### src/rtl/alarm_controller.sv
// Alarm sequencer: stores an alarm time, watches the running clock time,
// and sequences ringing, snooze and dismiss. Also owns the alarm-set edit
// field select (00 none, 01 minutes, 10 hours).
module alarm_controller #(
    parameter int SNOOZE_MIN = 5,
    parameter int RING_S     = 60,
    parameter int RST_HOUR   = 7,
    parameter int RST_MIN    = 0
) (
    input  logic       clk,
    input  logic       reset_n,
    input  logic       enable,
    input  logic [4:0] hours,
    input  logic [5:0] mins,
    input  logic [5:0] secs,
    input  logic       sel,
    input  logic       plus,
    input  logic       minus,
    input  logic       arm_tgl,
    input  logic       snooze,
    input  logic       dismiss,
    output logic [4:0] alarm_hours,
    output logic [5:0] alarm_mins,
    output logic [1:0] edit,
    output logic       armed,
    output logic       ringing,
    output logic       snoozing,
    output logic       buzz
);

    typedef enum logic [1:0] {IDLE, ARMED, RINGING, SNOOZE} state_t;

    localparam logic [7:0]  RING_LAST = 8'(RING_S - 1);
    localparam logic [11:0] SNZ_LOAD  = 12'(SNOOZE_MIN * 60 - 1);
    localparam logic [4:0]  RST_H     = 5'(RST_HOUR);
    localparam logic [5:0]  RST_M     = 6'(RST_MIN);

    state_t      state, state_nxt;
    logic [5:0]  secs_q;
    logic        sel_q;
    logic [7:0]  ring_cnt, ring_nxt;
    logic [11:0] snz_cnt, snz_nxt;
    logic        sec_tick, match_evt, sel_rise, adj_en;

    // Any change of the seconds value counts as a tick, including upstream jumps.
    assign sec_tick  = (secs != secs_q);
    assign match_evt = sec_tick && (secs == 6'd0) &&
                       (hours == alarm_hours) && (mins == alarm_mins);
    assign sel_rise  = enable && sel && !sel_q;
    // Adjust only while editing a field and not while the alarm is active;
    // plus and minus together cancel.
    assign adj_en    = enable && (edit != 2'b00) &&
                       (state == IDLE || state == ARMED) && (plus ^ minus);
    assign buzz      = ringing & secs[0];

    // Previous-cycle samples for tick and button-edge detection.
    always_ff @(posedge clk or negedge reset_n) begin
        if (!reset_n) begin
            secs_q <= 6'd0;
            sel_q  <= 1'b0;
        end else begin
            secs_q <= secs;
            sel_q  <= enable & sel;
        end
    end

    // Edit field select and alarm time adjust (fields wrap independently).
    always_ff @(posedge clk or negedge reset_n) begin
        if (!reset_n) begin
            edit        <= 2'b00;
            alarm_hours <= RST_H;
            alarm_mins  <= RST_M;
        end else begin
            if (!enable)
                edit <= 2'b00;
            else if (sel_rise) begin
                case (edit)
                    2'b00:   edit <= 2'b01;
                    2'b01:   edit <= 2'b10;
                    default: edit <= 2'b00;
                endcase
            end
            if (adj_en && edit == 2'b01) begin
                if (plus) alarm_mins <= (alarm_mins == 6'd59) ? 6'd0 : alarm_mins + 6'd1;
                else      alarm_mins <= (alarm_mins == 6'd0) ? 6'd59 : alarm_mins - 6'd1;
            end
            if (adj_en && edit == 2'b10) begin
                if (plus) alarm_hours <= (alarm_hours == 5'd23) ? 5'd0 : alarm_hours + 5'd1;
                else      alarm_hours <= (alarm_hours == 5'd0) ? 5'd23 : alarm_hours - 5'd1;
            end
        end
    end

    // Next-state and counter update, highest-priority event first.
    always_comb begin
        state_nxt = state;
        ring_nxt  = ring_cnt;
        snz_nxt   = snz_cnt;
        case (state)
            IDLE: if (arm_tgl) state_nxt = ARMED;
            ARMED: begin
                if (arm_tgl) state_nxt = IDLE;
                else if (match_evt) begin
                    state_nxt = RINGING;
                    ring_nxt  = 8'd0;
                end
            end
            RINGING: begin
                if (arm_tgl)      state_nxt = IDLE;
                else if (dismiss) state_nxt = ARMED;
                else if (snooze) begin
                    state_nxt = SNOOZE;
                    snz_nxt   = SNZ_LOAD;
                end else if (sec_tick) begin
                    if (ring_cnt == RING_LAST) state_nxt = ARMED;
                    else                       ring_nxt  = ring_cnt + 8'd1;
                end
            end
            SNOOZE: begin
                if (arm_tgl)      state_nxt = IDLE;
                else if (dismiss) state_nxt = ARMED;
                else if (sec_tick) begin
                    if (snz_cnt == 12'd0) begin
                        state_nxt = RINGING;
                        ring_nxt  = 8'd0;
                    end else
                        snz_nxt = snz_cnt - 12'd1;
                end
            end
            default: state_nxt = IDLE;
        endcase
    end

    // State, counters and registered status flags.
    always_ff @(posedge clk or negedge reset_n) begin
        if (!reset_n) begin
            state    <= IDLE;
            ring_cnt <= 8'd0;
            snz_cnt  <= 12'd0;
            armed    <= 1'b0;
            ringing  <= 1'b0;
            snoozing <= 1'b0;
        end else begin
            state    <= state_nxt;
            ring_cnt <= ring_nxt;
            snz_cnt  <= snz_nxt;
            armed    <= (state_nxt != IDLE);
            ringing  <= (state_nxt == RINGING);
            snoozing <= (state_nxt == SNOOZE);
        end
    end

endmodule
### config.mk
export PLATFORM = sky130hd
export DESIGN_NAME = alarm_controller
export DESIGN_NICKNAME = d
export VERILOG_FILES = /design/src/rtl/alarm_controller.sv
export SDC_FILE = /design/constraint.sdc
export NUM_CORES = 1
export LEC_CHECK = 0
export BUFFER_PORTS_ARGS = -buffer_cell sky130_fd_sc_hd__buf_2
export CAP_MARGIN = 20
export CORE_MARGIN = 2
export CORE_UTILIZATION = 40
export DETAILED_ROUTE_END_ITERATION = 12
export HOLD_SLACK_MARGIN = 0.08
export PLACE_DENSITY_LB_ADDON = 0.25
export SYNTH_ARGS = -nofsm -noshare
export SYNTH_HDL_FRONTEND = slang
export SYNTH_SLANG_ARGS = --single-unit
### constraint.sdc
create_clock -name clk -period 4.2 [get_ports clk]
set_input_delay 0.42 -clock clk [delete_from_list [all_inputs] [get_ports clk]]
set_output_delay 0.42 -clock clk [all_outputs]
set_load 0.03 [all_outputs]
==> results.cfg, run 1 <==
[outcome]
outcome = finished, final reports clean

[sta]
slew_headroom = 0.402
fin_setup_tns_ns = 0
fmax_mhz = 371
worst_slew_pin_slew_ns = 0.897
slew_violations = 0
rsz0062_at_grt = no
finClkSkew_ns = 0.0116
hold_violations = 0
min_period_ns = 2.69
finalCritPeriodShare = 0.641
setup_viol = 0

[logic_synthesis]
synth_area_leaders = dfrtp_1 (38%), xnor2_1 (6.3%), nor2_1 (3.9%)
ys_warn_count = 0
synth_enable_flop_cells = 0
ys_types = 62
synth_seq_cells = 45
netlist_instances = 317
syn_nets = 350
synth_top_area_frac = 0.375
synth_area_per_cell_um2 = 8.84
ys_async_sr_fraction = 1.00
synth_ff_type = dfrtp_1
synth_area_mm2 = 0.00280
yosysTopAreaCell = dfrtp_1
seq_area_frac_synth = 0.403

[setup_path]
ff2ff_path_depth = 6
required_ns = 4.37
crit_type = flip-flop to flip-flop
end_kind = flip-flop
cp_max_fo = 12
regToRegStartpoint = snz_cnt[3]
critPathLaunch = snz_cnt[3]
arrival_ns = 2.87
r2r-end = snz_cnt[5]
rrSetupSlack_ns = 1.51
critPathLaunchType = flip-flop
setup.worst_path.end = snz_cnt[5]

[floorplanning]
die-area_mm2 = 0.00769
start_util = 0.412
coreArea_mm2 = 0.00679
ioPinCount = 43
die_width_um = 87.7
die_h_um = 87.7
rows = 30

[final_layout]
drive_gt1_frac = 0.208
final_cell_mix = dfrtp_1 (42), buf_2 (42), nor2_1 (29)
design_area_mm2 = 0.00320
diodes = 0
area_growth_syn_to_layout_pct = 14.1
nFillCells = 637
finalNetCount = 383

[clock_network]
clk_pin_slew_ns = 0.09
htreeDepth = 2
cts_resized = 0
post_cts_buffers = 0
ctsHoldBuffers = 0
insertion_delay_ns = 0.30
cts_tree = yes
clockRootBuffer = clkbuf_8
numCtsBuffers = 5
max-clock-path-buffers = 2
cts.sinks = 45

[detailed_routing]
route.detailed.drc = 0
avgViaCountPerCell = 5.26
drt-initial-drc-count = 131
dr.pass1.iters = 4
wl_per_cell_um = 13.5
drt_wl_total_mm = 6.04
postRouteAntennaNets = 0
route.vias.total = 2353

[power]
power_leakage_nw = 1.50
ir_drop_mv = 0.289
power.density_mw_per_mm2 = 443

[place]
gp_congestion = 0.850
port_buffers = 42
dpl-instance-area_mm2 = 0.00306
dp_hpwl_mm = 4.35

[global_route]
grt_max_degree = 46
grt_antenna_before_repair = 0
grtUsageTotal = 0.166
grt_pass1_vias = 2193
grt_pass1_wl_mm = 10.2
overflow = 0

[worst_hold_path]
hold_class = input pin to async pin

[job]
maxCapViolCount = 0
## critical path, stage by stage, from the launching register on
cell and delay, ns:
dfrtp_1 0.43, or4_4 0.57, or4_4 0.55, o2111ai_1 0.43
a2111oi_0 0.30, xnor2_1 0.20, nand2_1 0.07
## flip-flops by register name (all words and copies together), names as in the netlist
register,count
state,2
sel_q,1
ring_cnt,8
edit,2
ringing,1
armed,1
secs_q,6
snz_cnt,12
alarm_hours,5
alarm_mins,6
snoozing,1
## power by group
group | leakage, nW | total [W] | internal, W | switching [W]
clock | 0.0585 | 0.000336 | 0.000194 | 0.000142
sequential | 0.590 | 0.000610 | 0.000489 | 0.000121
combinational | 0.850 | 0.000470 | 0.000184 | 0.000287
## cell type report
cell class	instances	area, µm²	area share
Clock buffer	7	86.3	0.0270
Sequential cell	45	1130	0.354
Tap cell	96	120	0.0376
Timing Repair Buffer	43	230	0.0720
Multi-Input combinational cell	239	1540	0.482
Inverter	16	60.1	0.0188
Clock inverter	1	30.0	0.00940
## cell families (layout without fill, tap and decap cells)
kind of cell | after synthesis | count (layout) | share of synthesized area
and+or+nand+nor | 124 | 124 | 0.234
AOI/OAI and AO/OA | 76 | 76 | 0.184
DFF | 45 | 45 | 0.403
buffers and inverters | 33 | 67 | 0.0473
xor gates and xnor gates | 30 | 30 | 0.0938
adders and majority gates | 7 | 7 | 0.0313
muxes | 2 | 2 | 0.00715
## metrics by stage
step	total power (W)	utilization	worst slack, ns	std cells	hold WS (ns)
2_1_floorplan	0.000958	-	1.76	317	0.124
3_3_place_gp	0.00108	0.450	1.56	438	0.498
3_5_place_dp	0.00109	0.450	1.52	438	0.507
4_1_cts	0.00143	0.467	1.50	446	0.263
5_1_grt	0.00152	0.470	1.34	447	0.104
6_report	0.00142	0.470	1.51	447	0.0749
## cells in the mapped netlist (2+ instances only)
master and count:
xor2_1 10, ha_1 7, o22ai_1 2, a221oi_1 2, and2_1 2, inv_1 14, or2_2 3, mux2i_1 2
dfstp_2 3, a32o_1 2, nand3_1 16, nor4_1 4, o22a_2 2, o31ai_1 5, nor2_1 29, o21ai_0 18
a21o_1 4, or4_4 2, nor2b_1 10, o211ai_1 3, a21oi_1 18, and3_1 7, nand4_1 8, xnor2_1 20
dfrtp_1 42, nor3_1 2, or4_2 3, nand2_1 26, clkbuf_1 15, a31oi_1 2, a211oi_1 3
## worst min-delay path by stage
stage | slack (ns) | depth (start not counted) | start | end
after CTS | 0.26 | 1 | secs[3] | secs_q[3]
after floorplan | 0.12 | 0 | reset_n | alarm_hours[3]
after global routing | 0.10 | 1 | reset_n | snz_cnt[10]
final | 0.07 | 1 | reset_n | snz_cnt[10]
after detailed placement | 0.51 | 1 | ring_cnt[1] | ring_cnt[1]
after global placement | 0.50 | 1 | ring_cnt[1] | ring_cnt[1]
## layer usage
metal,track usage,vias up,wire length [µm]
met2,0.275,49,2870
met1,0.224,1104,2880
met3,0.0339,6,234
met5,0,-,0
li1,-,1194,-
met4,0.0364,0,56
Note: power is estimated with default switching activity, not from simulation.
==> inputs of run 2 (changes only) <==
- clock period: 4.2 -> 2.8 ns (I/O delays scaled with it)
==> run 2 against run 1 <==
Net effect:
- clock skew increased by 0.0040 ns
- count of clock-buffer cells in the layout unchanged
- global-route usage increased by 0.53 points
- critical path depth unchanged
- combinational power increased by 66%
- routed wire length increased by 2.1%
- worst setup slack got worse by 1.4 ns
- via count increased by 3.5%
- non-clock buffer count increased by 8
- design area increased by 0.94%
- critical path type unchanged
- critical endpoint is now ring_cnt[3]
- largest power group unchanged
- highest routed layer unchanged
==> results.cfg, run 2 (synthesized netlist as in run 1, its figures left out) <==
[sta]
rsz0062_at_grt = no
fmax_mhz = 376
hold_ws_ns = 0.131
min_period_ns = 2.66
finClkSkew_ns = 0.0156
slew_violations = 0
worst_slew_pin_slew_ns = 0.642
finalCritPeriodShare = 0.951
hold_violations = 0
setup_viol = 0
slew_headroom = 0.566
fin_setup_tns_ns = 0

[detailed_routing]
avgViaCountPerCell = 5.35
dr.pass1.iters = 4
route.vias.total = 2436
route.detailed.drc = 0
drt_wl_total_mm = 6.17
wl_per_cell_um = 13.6
postRouteAntennaNets = 0
drt-initial-drc-count = 128

[global_route]
met2_usage = 0.284
grt_antenna_before_repair = 0
grt_pass1_wl_mm = 10.6
grt_max_degree = 44
grt_pass1_vias = 2283
gr-usage-met3 = 0.0368
gr-usage-met1 = 0.226
top_usage_layer = met2
grtUsageTotal = 0.171
overflow = 0

[setup_path]
crit_type = flip-flop to flip-flop
critPathLaunchType = flip-flop
rrSetupSlack_ns = 0.14
r2r-end = ring_cnt[3]
required_ns = 2.98
regToRegStartpoint = alarm_mins[2]
critPathLaunch = alarm_mins[2]
ff2ff_path_depth = 6
end_kind = flip-flop
arrival_ns = 2.84
cp_max_fo = 13

[final_layout]
diodes = 0
finalNetCount = 391
top_regs = snz_cnt x12, ring_cnt x8
top_register = snz_cnt
drive_gt1_frac = 0.220
area_growth_syn_to_layout_pct = 15.1
largest_reg_flops = 12
design_area_mm2 = 0.00323
final_cell_mix = dfrtp_1 (42), buf_2 (42), nor2_1 (29)

[clock_network]
max-clock-path-buffers = 2
cts_tree = yes
cts.sinks = 45
post_cts_buffers = 0
clk_pin_slew_ns = 0.08
insertion_delay_ns = 0.30
htreeDepth = 2
numCtsBuffers = 5
clockRootBuffer = clkbuf_8
cts_resized = 0

[worst_hold_path]
holdPathEnd = secs_q[3]
hold_class = input pin to flip-flop
hold_start = secs[3]
hold_depth = 1

[floorplanning]
ioPinCount = 43
die-area_mm2 = 0.00769
die_h_um = 87.7
coreArea_mm2 = 0.00679
die_width_um = 87.7
start_util = 0.412
rows = 30

[place]
dp_hpwl_mm = 4.58
gp_congestion = 0.937
dpl-instance-area_mm2 = 0.00311
port_buffers = 42

[outcome]
outcome = finished, final reports clean

[power]
power.density_mw_per_mm2 = 635
power_leakage_nw = 1.51
ir_drop_mv = 0.468

[job]
maxCapViolCount = 0
==> run 2: what timing repair did <==
item | 4_1_cts | 5_1_grt
endpoints found under the setup margin | 0 | 0
hold buffers | 0 | 1
endpoints found under the hold margin | 0 | 8
==> run 2: layer usage <==
| metal | wire length [µm] | up-vias | part of all wire |
|---|---|---|---|
| met5 | 0 | - | 0 |
| met4 | 72 | 0 | 0.012 |
| met3 | 283 | 6 | 0.046 |
| met2 | 2840 | 58 | 0.46 |
| met1 | 2970 | 1162 | 0.48 |
| li1 | - | 1210 | - |
==> run 2: layout make-up <==
class	instances	area, µm²
fillers	651	3570
multi-input cells	239	1540
flip-flops and latches	45	1130
repair buffers	51	293
well taps	96	120
clock buffers	7	76.3
inverters	16	60.1
clock inverters	1	7.51
==> run 2: through the flow <==
step	setup WS (ns)	instances	util	power [W]
floorplan	0.365	317	-	0.00144
finish	0.138	455	0.475	0.00205
global placement	0.117	445	0.458	0.00166
detailed placement	0.0745	445	0.458	0.00167
CTS	0.0612	453	0.470	0.00207
global route	0.0186	455	0.475	0.00221
==> run 2: worst max-delay path, cell delays in order (launching register included) <==
cell and delay [ns]:
dfrtp_1 0.53, xor2_1 0.20, nor4_1 0.45, nand3_1 0.20, or4b_2 0.68, and2_4 0.17
o32a_1 0.32
==> run 2: how the worst max path moves through the flow <==
stage | end | slack, ns
6_report | ring_cnt[3] | 0.14
2_1_floorplan | ring_cnt[3] | 0.36
5_1_grt | ring_cnt[3] | 0.02
3_3_place_gp | ring_cnt[3] | 0.12
3_5_place_dp | ring_cnt[3] | 0.07
4_1_cts | ring_cnt[3] | 0.06
==> run 2: where the power goes <==
| group | total (W) | leakage, nW | switching (W) | internal (W) |
|---|---|---|---|---|
| registers | 0.000879 | 0.590 | 0.000145 | 0.000734 |
| logic | 0.000782 | 0.887 | 0.000482 | 0.000300 |
| clock network | 0.000387 | 0.0385 | 0.000210 | 0.000177 |
